===== src/rtl/sdram_frame_reader.sv =====
// sdram_frame_reader
//   Reads one stored frame of H_WORDS x V_LINES 16-bit words out of SDRAM by
//   issuing fixed-length burst requests to the read arbiter. Returned words
//   go into a small first-word-fall-through FIFO. They leave as a
//   valid/ready pixel stream with sof/eol/eof markers. A burst is requested
//   only when the FIFO has room for all of its words, so returned data is
//   never dropped.
//
// Ports
//   sclk, srst          clock and synchronous active-high reset
//   start / busy        frame request pulse / frame in progress
//   frame_done          one-cycle pulse after the last word is accepted
//   rd_req / rd_ack     burst request and its one-cycle grant
//   rd_bank/row/col     start address of the requested burst
//   rd_data_vld/rd_data returned read words
//   pix_*               output stream (valid/ready, data, markers)
//   err_ovf             sticky flag for unexpected returned data
module sdram_frame_reader #(
  parameter int H_WORDS    = 640,
  parameter int V_LINES    = 480,
  parameter int BURST_LEN  = 4,
  parameter int FIFO_DEPTH = 16,
  parameter int BASE_ADDR  = 0
) (
  input  logic        sclk,
  input  logic        srst,
  input  logic        start,
  output logic        busy,
  output logic        frame_done,
  output logic        rd_req,
  input  logic        rd_ack,
  output logic [1:0]  rd_bank,
  output logic [11:0] rd_row,
  output logic [8:0]  rd_col,
  input  logic        rd_data_vld,
  input  logic [15:0] rd_data,
  output logic        pix_vld,
  input  logic        pix_rdy,
  output logic [15:0] pix_data,
  output logic        pix_sof,
  output logic        pix_eol,
  output logic        pix_eof,
  output logic        err_ovf
);

  localparam int              AW         = $clog2(FIFO_DEPTH);
  localparam logic [22:0]     BASE       = 23'(BASE_ADDR);
  localparam logic [22:0]     TOTAL      = 23'(H_WORDS * V_LINES);
  localparam logic [22:0]     BURST_STEP = 23'(BURST_LEN);
  localparam logic [AW:0]     BURST_CNT  = (AW+1)'(BURST_LEN);
  localparam logic [AW:0]     DEPTH      = (AW+1)'(FIFO_DEPTH);
  localparam logic [AW+1:0]   USED_MAX   = (AW+2)'(FIFO_DEPTH - BURST_LEN);
  localparam logic [15:0]     COL_LAST   = 16'(H_WORDS - 1);
  localparam logic [15:0]     LINE_LAST  = 16'(V_LINES - 1);

  localparam logic [2:0] S_IDLE  = 3'd0;
  localparam logic [2:0] S_REQ   = 3'd1;
  localparam logic [2:0] S_DATA  = 3'd2;
  localparam logic [2:0] S_WAIT  = 3'd3;
  localparam logic [2:0] S_DRAIN = 3'd4;

  logic [2:0]    state;
  logic [22:0]   req_cnt;
  logic [22:0]   addr;
  logic [AW:0]   outstanding;
  logic [AW:0]   fifo_count;
  logic [AW-1:0] wr_ptr;
  logic [AW-1:0] rd_ptr;
  logic [15:0]   mem [FIFO_DEPTH];
  logic [15:0]   col;
  logic [15:0]   line;
  logic          eof_seen;

  logic [AW+1:0] used;
  logic          credit_ok;
  logic          all_issued;
  logic          fifo_full;
  logic          push;
  logic          pop;
  logic          bad_word;
  logic          done_now;
  logic          accept_start;

  // NOTE: every signal driven here gets a value on every path, so no latch is inferred.
  always_comb begin
    used         = {1'b0, fifo_count} + {1'b0, outstanding};
    credit_ok    = (used <= USED_MAX);
    all_issued   = (req_cnt == TOTAL);
    fifo_full    = (fifo_count == DEPTH);
    pop          = pix_vld && pix_rdy;
    // A full FIFO can still take a word in the same cycle one leaves.
    push         = rd_data_vld && (state == S_DATA) && (outstanding != '0) &&
                   (!fifo_full || pop);
    bad_word     = rd_data_vld && !push;
    done_now     = (state == S_DRAIN) && (fifo_count == '0) && eof_seen;
    accept_start = (state == S_IDLE) && start;
  end

  // Address outputs are held at zero outside a request so that idle and reset show all-zero outputs.
  assign addr       = BASE + req_cnt;
  assign rd_req     = (state == S_REQ);
  assign rd_bank    = rd_req ? addr[22:21] : 2'd0;
  assign rd_row     = rd_req ? addr[20:9]  : 12'd0;
  assign rd_col     = rd_req ? addr[8:0]   : 9'd0;
  assign busy       = (state != S_IDLE);
  assign frame_done = done_now;

  assign pix_vld  = (fifo_count != '0);
  assign pix_data = pix_vld ? mem[rd_ptr] : 16'd0;
  assign pix_sof  = pix_vld && (col == 16'd0) && (line == 16'd0);
  assign pix_eol  = pix_vld && (col == COL_LAST);
  assign pix_eof  = pix_eol && (line == LINE_LAST);

  // NOTE: sequential state uses non-blocking assignments so all registers update together at the edge.
  always_ff @(posedge sclk) begin
    if (srst) begin
      state       <= S_IDLE;
      req_cnt     <= '0;
      outstanding <= '0;
    end else begin
      case (state)
        S_IDLE: begin
          if (start) begin
            state   <= S_REQ;
            req_cnt <= '0;
          end
        end
        S_REQ: begin
          if (rd_ack) begin
            outstanding <= outstanding + BURST_CNT;
            req_cnt     <= req_cnt + BURST_STEP;
            state       <= S_DATA;
          end
        end
        S_DATA: begin
          if (push) outstanding <= outstanding - 1'b1;
          if (outstanding == '0) begin
            if (all_issued)     state <= S_DRAIN;
            else if (credit_ok) state <= S_REQ;
            else                state <= S_WAIT;
          end
        end
        S_WAIT: begin
          if (credit_ok) state <= S_REQ;
        end
        S_DRAIN: begin
          if (done_now) state <= S_IDLE;
        end
        default: state <= S_IDLE;
      endcase
    end
  end

  // Output position counters and end-of-frame tracking; restarted by each accepted start.
  always_ff @(posedge sclk) begin
    if (srst || accept_start) begin
      col      <= '0;
      line     <= '0;
      eof_seen <= 1'b0;
    end else if (pop) begin
      if (pix_eof) eof_seen <= 1'b1;
      if (col == COL_LAST) begin
        col  <= '0;
        line <= (line == LINE_LAST) ? 16'd0 : line + 16'd1;
      end else begin
        col <= col + 16'd1;
      end
    end
  end

  // FIFO pointers and occupancy.
  always_ff @(posedge sclk) begin
    if (srst) begin
      wr_ptr     <= '0;
      rd_ptr     <= '0;
      fifo_count <= '0;
    end else begin
      if (push) wr_ptr <= wr_ptr + 1'b1;
      if (pop)  rd_ptr <= rd_ptr + 1'b1;
      case ({push, pop})
        2'b10:   fifo_count <= fifo_count + 1'b1;
        2'b01:   fifo_count <= fifo_count - 1'b1;
        default: fifo_count <= fifo_count;
      endcase
    end
  end

  // NOTE: the storage array has no reset; its contents are only visible while fifo_count says a word is valid.
  always_ff @(posedge sclk) begin
    if (push) mem[wr_ptr] <= rd_data;
  end

  always_ff @(posedge sclk) begin
    if (srst)          err_ovf <= 1'b0;
    else if (bad_word) err_ovf <= 1'b1;
  end

endmodule


===== config.mk =====
export PLATFORM = sky130hd
export DESIGN_NAME = sdram_frame_reader
export DESIGN_NICKNAME = d
export VERILOG_FILES = /design/src/rtl/sdram_frame_reader.sv
export SDC_FILE = /design/constraint.sdc
export NUM_CORES = 1
export LEC_CHECK = 0
export CAP_MARGIN = 15
export CORE_AREA = 2 2 158 160
export CTS_CLUSTER_DIAMETER = 60
export DETAILED_ROUTE_END_ITERATION = 16
export DIE_AREA = 0 0 160 162
export PLACE_DENSITY_LB_ADDON = 0.15
export SYNTH_ARGS = -nofsm -noshare
export SYNTH_HDL_FRONTEND = slang
export SYNTH_SLANG_ARGS = --single-unit

===== constraint.sdc =====
create_clock -name sclk -period 4.2 [get_ports sclk]
set_input_delay 0.42 -clock sclk [delete_from_list [all_inputs] [get_ports sclk]]
set_output_delay 0.42 -clock sclk [all_outputs]
set_load 0.01 [all_outputs]

==> metrics.md <==
| Metric | Value |
|---|---|
| Outcome | completed |
| Ys Warns | 0 |
| Crit path DAT | 3.25 ns |
| IO buf count | 66 |
| H-tree depth | 2 |
| Max Freq | 272.3 MHz |
| Met2 Use GR | 40.81% |
| Post-Synthesis Cells | 940 |
| Clock sinks | 336 |
| Required @ worst endpoint | 3.78 ns |
| Area post-placement | 15360 um2 |
| Core area | 24110 um2 |
| Worst-skew pair later-pin latency | 0.51 ns |
| ANT nets after route | 0 |
| Top-count cell post-synth | edfxtp_1 |
| CTS tree | yes |
| Clk slew on worst S/H paths | 0.06 ns |
| Yosys top cell area share | 53.79% |
| HPWL after DPL | 17.77 mm |
| Fin. max-slew vios | 0 |
| Initial antenna violation count | 0 |
| Crit Path Class | flip-flop to output pin |
| Peak supply drop | 0.6175 mV |
| Hold WC Path Type | flip-flop to flip-flop |
| Clk_skew | 0.02316 ns |
| CTS Buf Count | 35 |
| DR vias | 8145 |
| DR WL/cell | 22.44 um |
| Clock tree buffer depth | 3 |
| # DRC | 0 |
| Gp weighted congestion | 0.8270 |
| Die span in x | 160 um |
| Total GRT Usage | 24.15% |
| Crit Path Max Fanout | 33 |
| Area leader, netlist | edfxtp_1 |
| Total leakage power | 0.005213 uW |
| Critical Path Most Common Cell | mux4_2 |
| 1st-pass router iterations | 5 |
| Met1 usage | 33.04% |
| Antenna Cells | 0 |
| RSZ-0062 raised after global routing | false |
| Ys flop type | edfxtp_1 |
| Gr ovfl total | 0 |
| Max-Cap Viols | 0 |
| # hold bufs at CTS | 0 |
| Setup Fix Bufs, Post-CTS | 0 |
| Mapped Area | 14290 um2 |
| CTS Root Cell | clkbuf_16 |
| Avg Inst Size Synth | 15.20 um2 |
| Starting DRT DRC Count | 702 |
| Fraction of registers with async set/reset | 0% |
| Worst path max stage delay | 0.68 ns |
| Most frequent cells after synthesis | edfxtp_1, dfxtp_1, mux4_2 |
| Routed wire length | 30.60 mm |
| Fin crit share | 87.45% |
| # setup viols final | 0 |
| Share of cells above drive strength 1 | 15.58% |
| Slew margin rel. | 23.80% |
| Resized Gates After CTS | 0 |
| First-pass GRT wire length | 47.47 mm |
| Boundary Pins | 69 |
| Synth Register Bits | 336 |
| Vias/cell | 5.971 |
| CP endpoint kind | output pin |
| Setup_tns | 0 ns |
| Fin nets | 1066 |
| CP cell instances | buf_12, mux4_2, mux4_2, nor2b_1, clkdlybuf4s50_1 |
| Vias in the first global route | 8228 |
| GR Layer Usage met3 | 4.162% |
| CP max-delay cell | dfxtp_4 |
| Die ar. | 25920 um2 |
| Placement Rows | 57 |
| Post-synth EDFFs | 256 |
| Tmin final | 3.673 ns |
| Synth-to-layout area growth | 14.86% |
| Nature of the critical path startpoint | flip-flop |
| FF/Latch Area | 9294 um2 |
| Count of cell types in the netlist | 59 |
| Multi-input gate area | 4698 um2 |
| Synth area leaders | edfxtp_1, mux4_2, dfxtp_1 |
| Initial Util | 59.29% |
| Busiest layer in global routing | met2 |
| # fillers | 1692 |
| PwrDens | 513.4 nW/um2 |
| Worst Tran Pin Value | 1.141 ns |
| Final non-filler cell area | 16420 um2 |
| Die H | 162 um |
| Final Hold Fails | 0 |
| Pin count of the biggest net entering global routing | 34 |
| Sequential area share after synthesis | 64.99% |
## area by class of cell
class	instances	area share (%)
tap	324	2.470
clock buffer	48	5.694
inverter	32	0.7317
clock inverter	11	0.7317
timing repair buffer	87	5.137
sequential	336	56.62
multi-input combinational	526	28.62
## cell usage in the layout, fill, tap and decap left out, types with 3 or more instances in the layout
cell,netlist,routed
buf_4,2,19
xor2_1,10,10
and3_1,10,10
and2_1,29,29
mux4_2,80,80
clkbuf_16,0,35
nor2b_1,21,21
nor3b_2,1,6
nand2_1,30,30
and4_1,11,11
nor3_1,30,30
inv_1,32,32
nor3b_1,8,3
or3_1,11,11
a21o_1,4,4
clkinv_2,0,3
o21ai_0,15,15
nand2b_1,5,5
nor4_1,19,19
nor2_1,71,71
nand4_1,13,13
edfxtp_1,256,256
dfxtp_1,80,78
nand3_1,25,25
xnor2_1,41,41
ha_1,24,24
clkbuf_1,26,12
clkdlybuf4s50_1,0,66
o211ai_1,3,3
a21oi_1,26,26
clkinv_1,0,3
## worst max-delay path, delay by kind of cell (launching register included)
| family | cells | cell delay [ns] |
|---|---|---|
| multiplexers | 2 | 1.08 |
| buffers and inverters | 2 | 0.81 |
| flip-flops | 1 | 0.68 |
| AND/OR/NAND/NOR | 1 | 0.15 |
## kinds of logic after synthesis
| group | share of synthesized area [%] |
|---|---|
| other cells | 0.02624 |
| buf+inv | 2.364 |
| xor+xnor | 3.125 |
| mux | 12.75 |
| fa+ha+maj | 2.451 |
| flops | 64.99 |
| compound gates | 2.880 |
| simple gates | 11.41 |
## power breakdown
group,total (uW),internal (uW),switching [uW]
sequential,3770,3620,152
combinational,1770,963,806
clock,2890,1680,1210
## state kept, by name, indices dropped and copies added, names as in the netlist, named ones only
signal       cells
state            3
line            16
wr_ptr           4
col             16
err_ovf          1
mem            256
outstanding      5
fifo_count       5
req_cnt         21
rd_ptr           4
eof_seen         1
## worst paths after layout
path,startpoint,end,slack [ns],cells after the start
max,flip-flop,pix_data[4],0.53,5
min,eof_seen,eof_seen,0.47,2
max reg2reg,outstanding[2],mem[0][8],1.23,7
min reg2reg,eof_seen,eof_seen,0.47,2
## per-stage QoR
stage                     power [uW]  hold WS [ns]  utilization [%]  std cells  setup slack (ns)
after floorplan                 4992        0.4366                -        941             1.183
after global placement          5572        0.4534            63.72       1305             1.057
after detailed placement        5601        0.4560            63.72       1305            0.9902
after CTS                       8499        0.4711            68.10       1364            0.4710
after global routing            8756        0.5076            68.10       1364            0.3580
final                           8428        0.4741            68.10       1364            0.5272
## metal layers
layer	wire length [um]	share of wire, %
met1	12750	42
met4	580	1.9
met3	1974	6.5
met2	15300	50
met5	0	0
No activity file was read; power rests on OpenSTA's default activity.
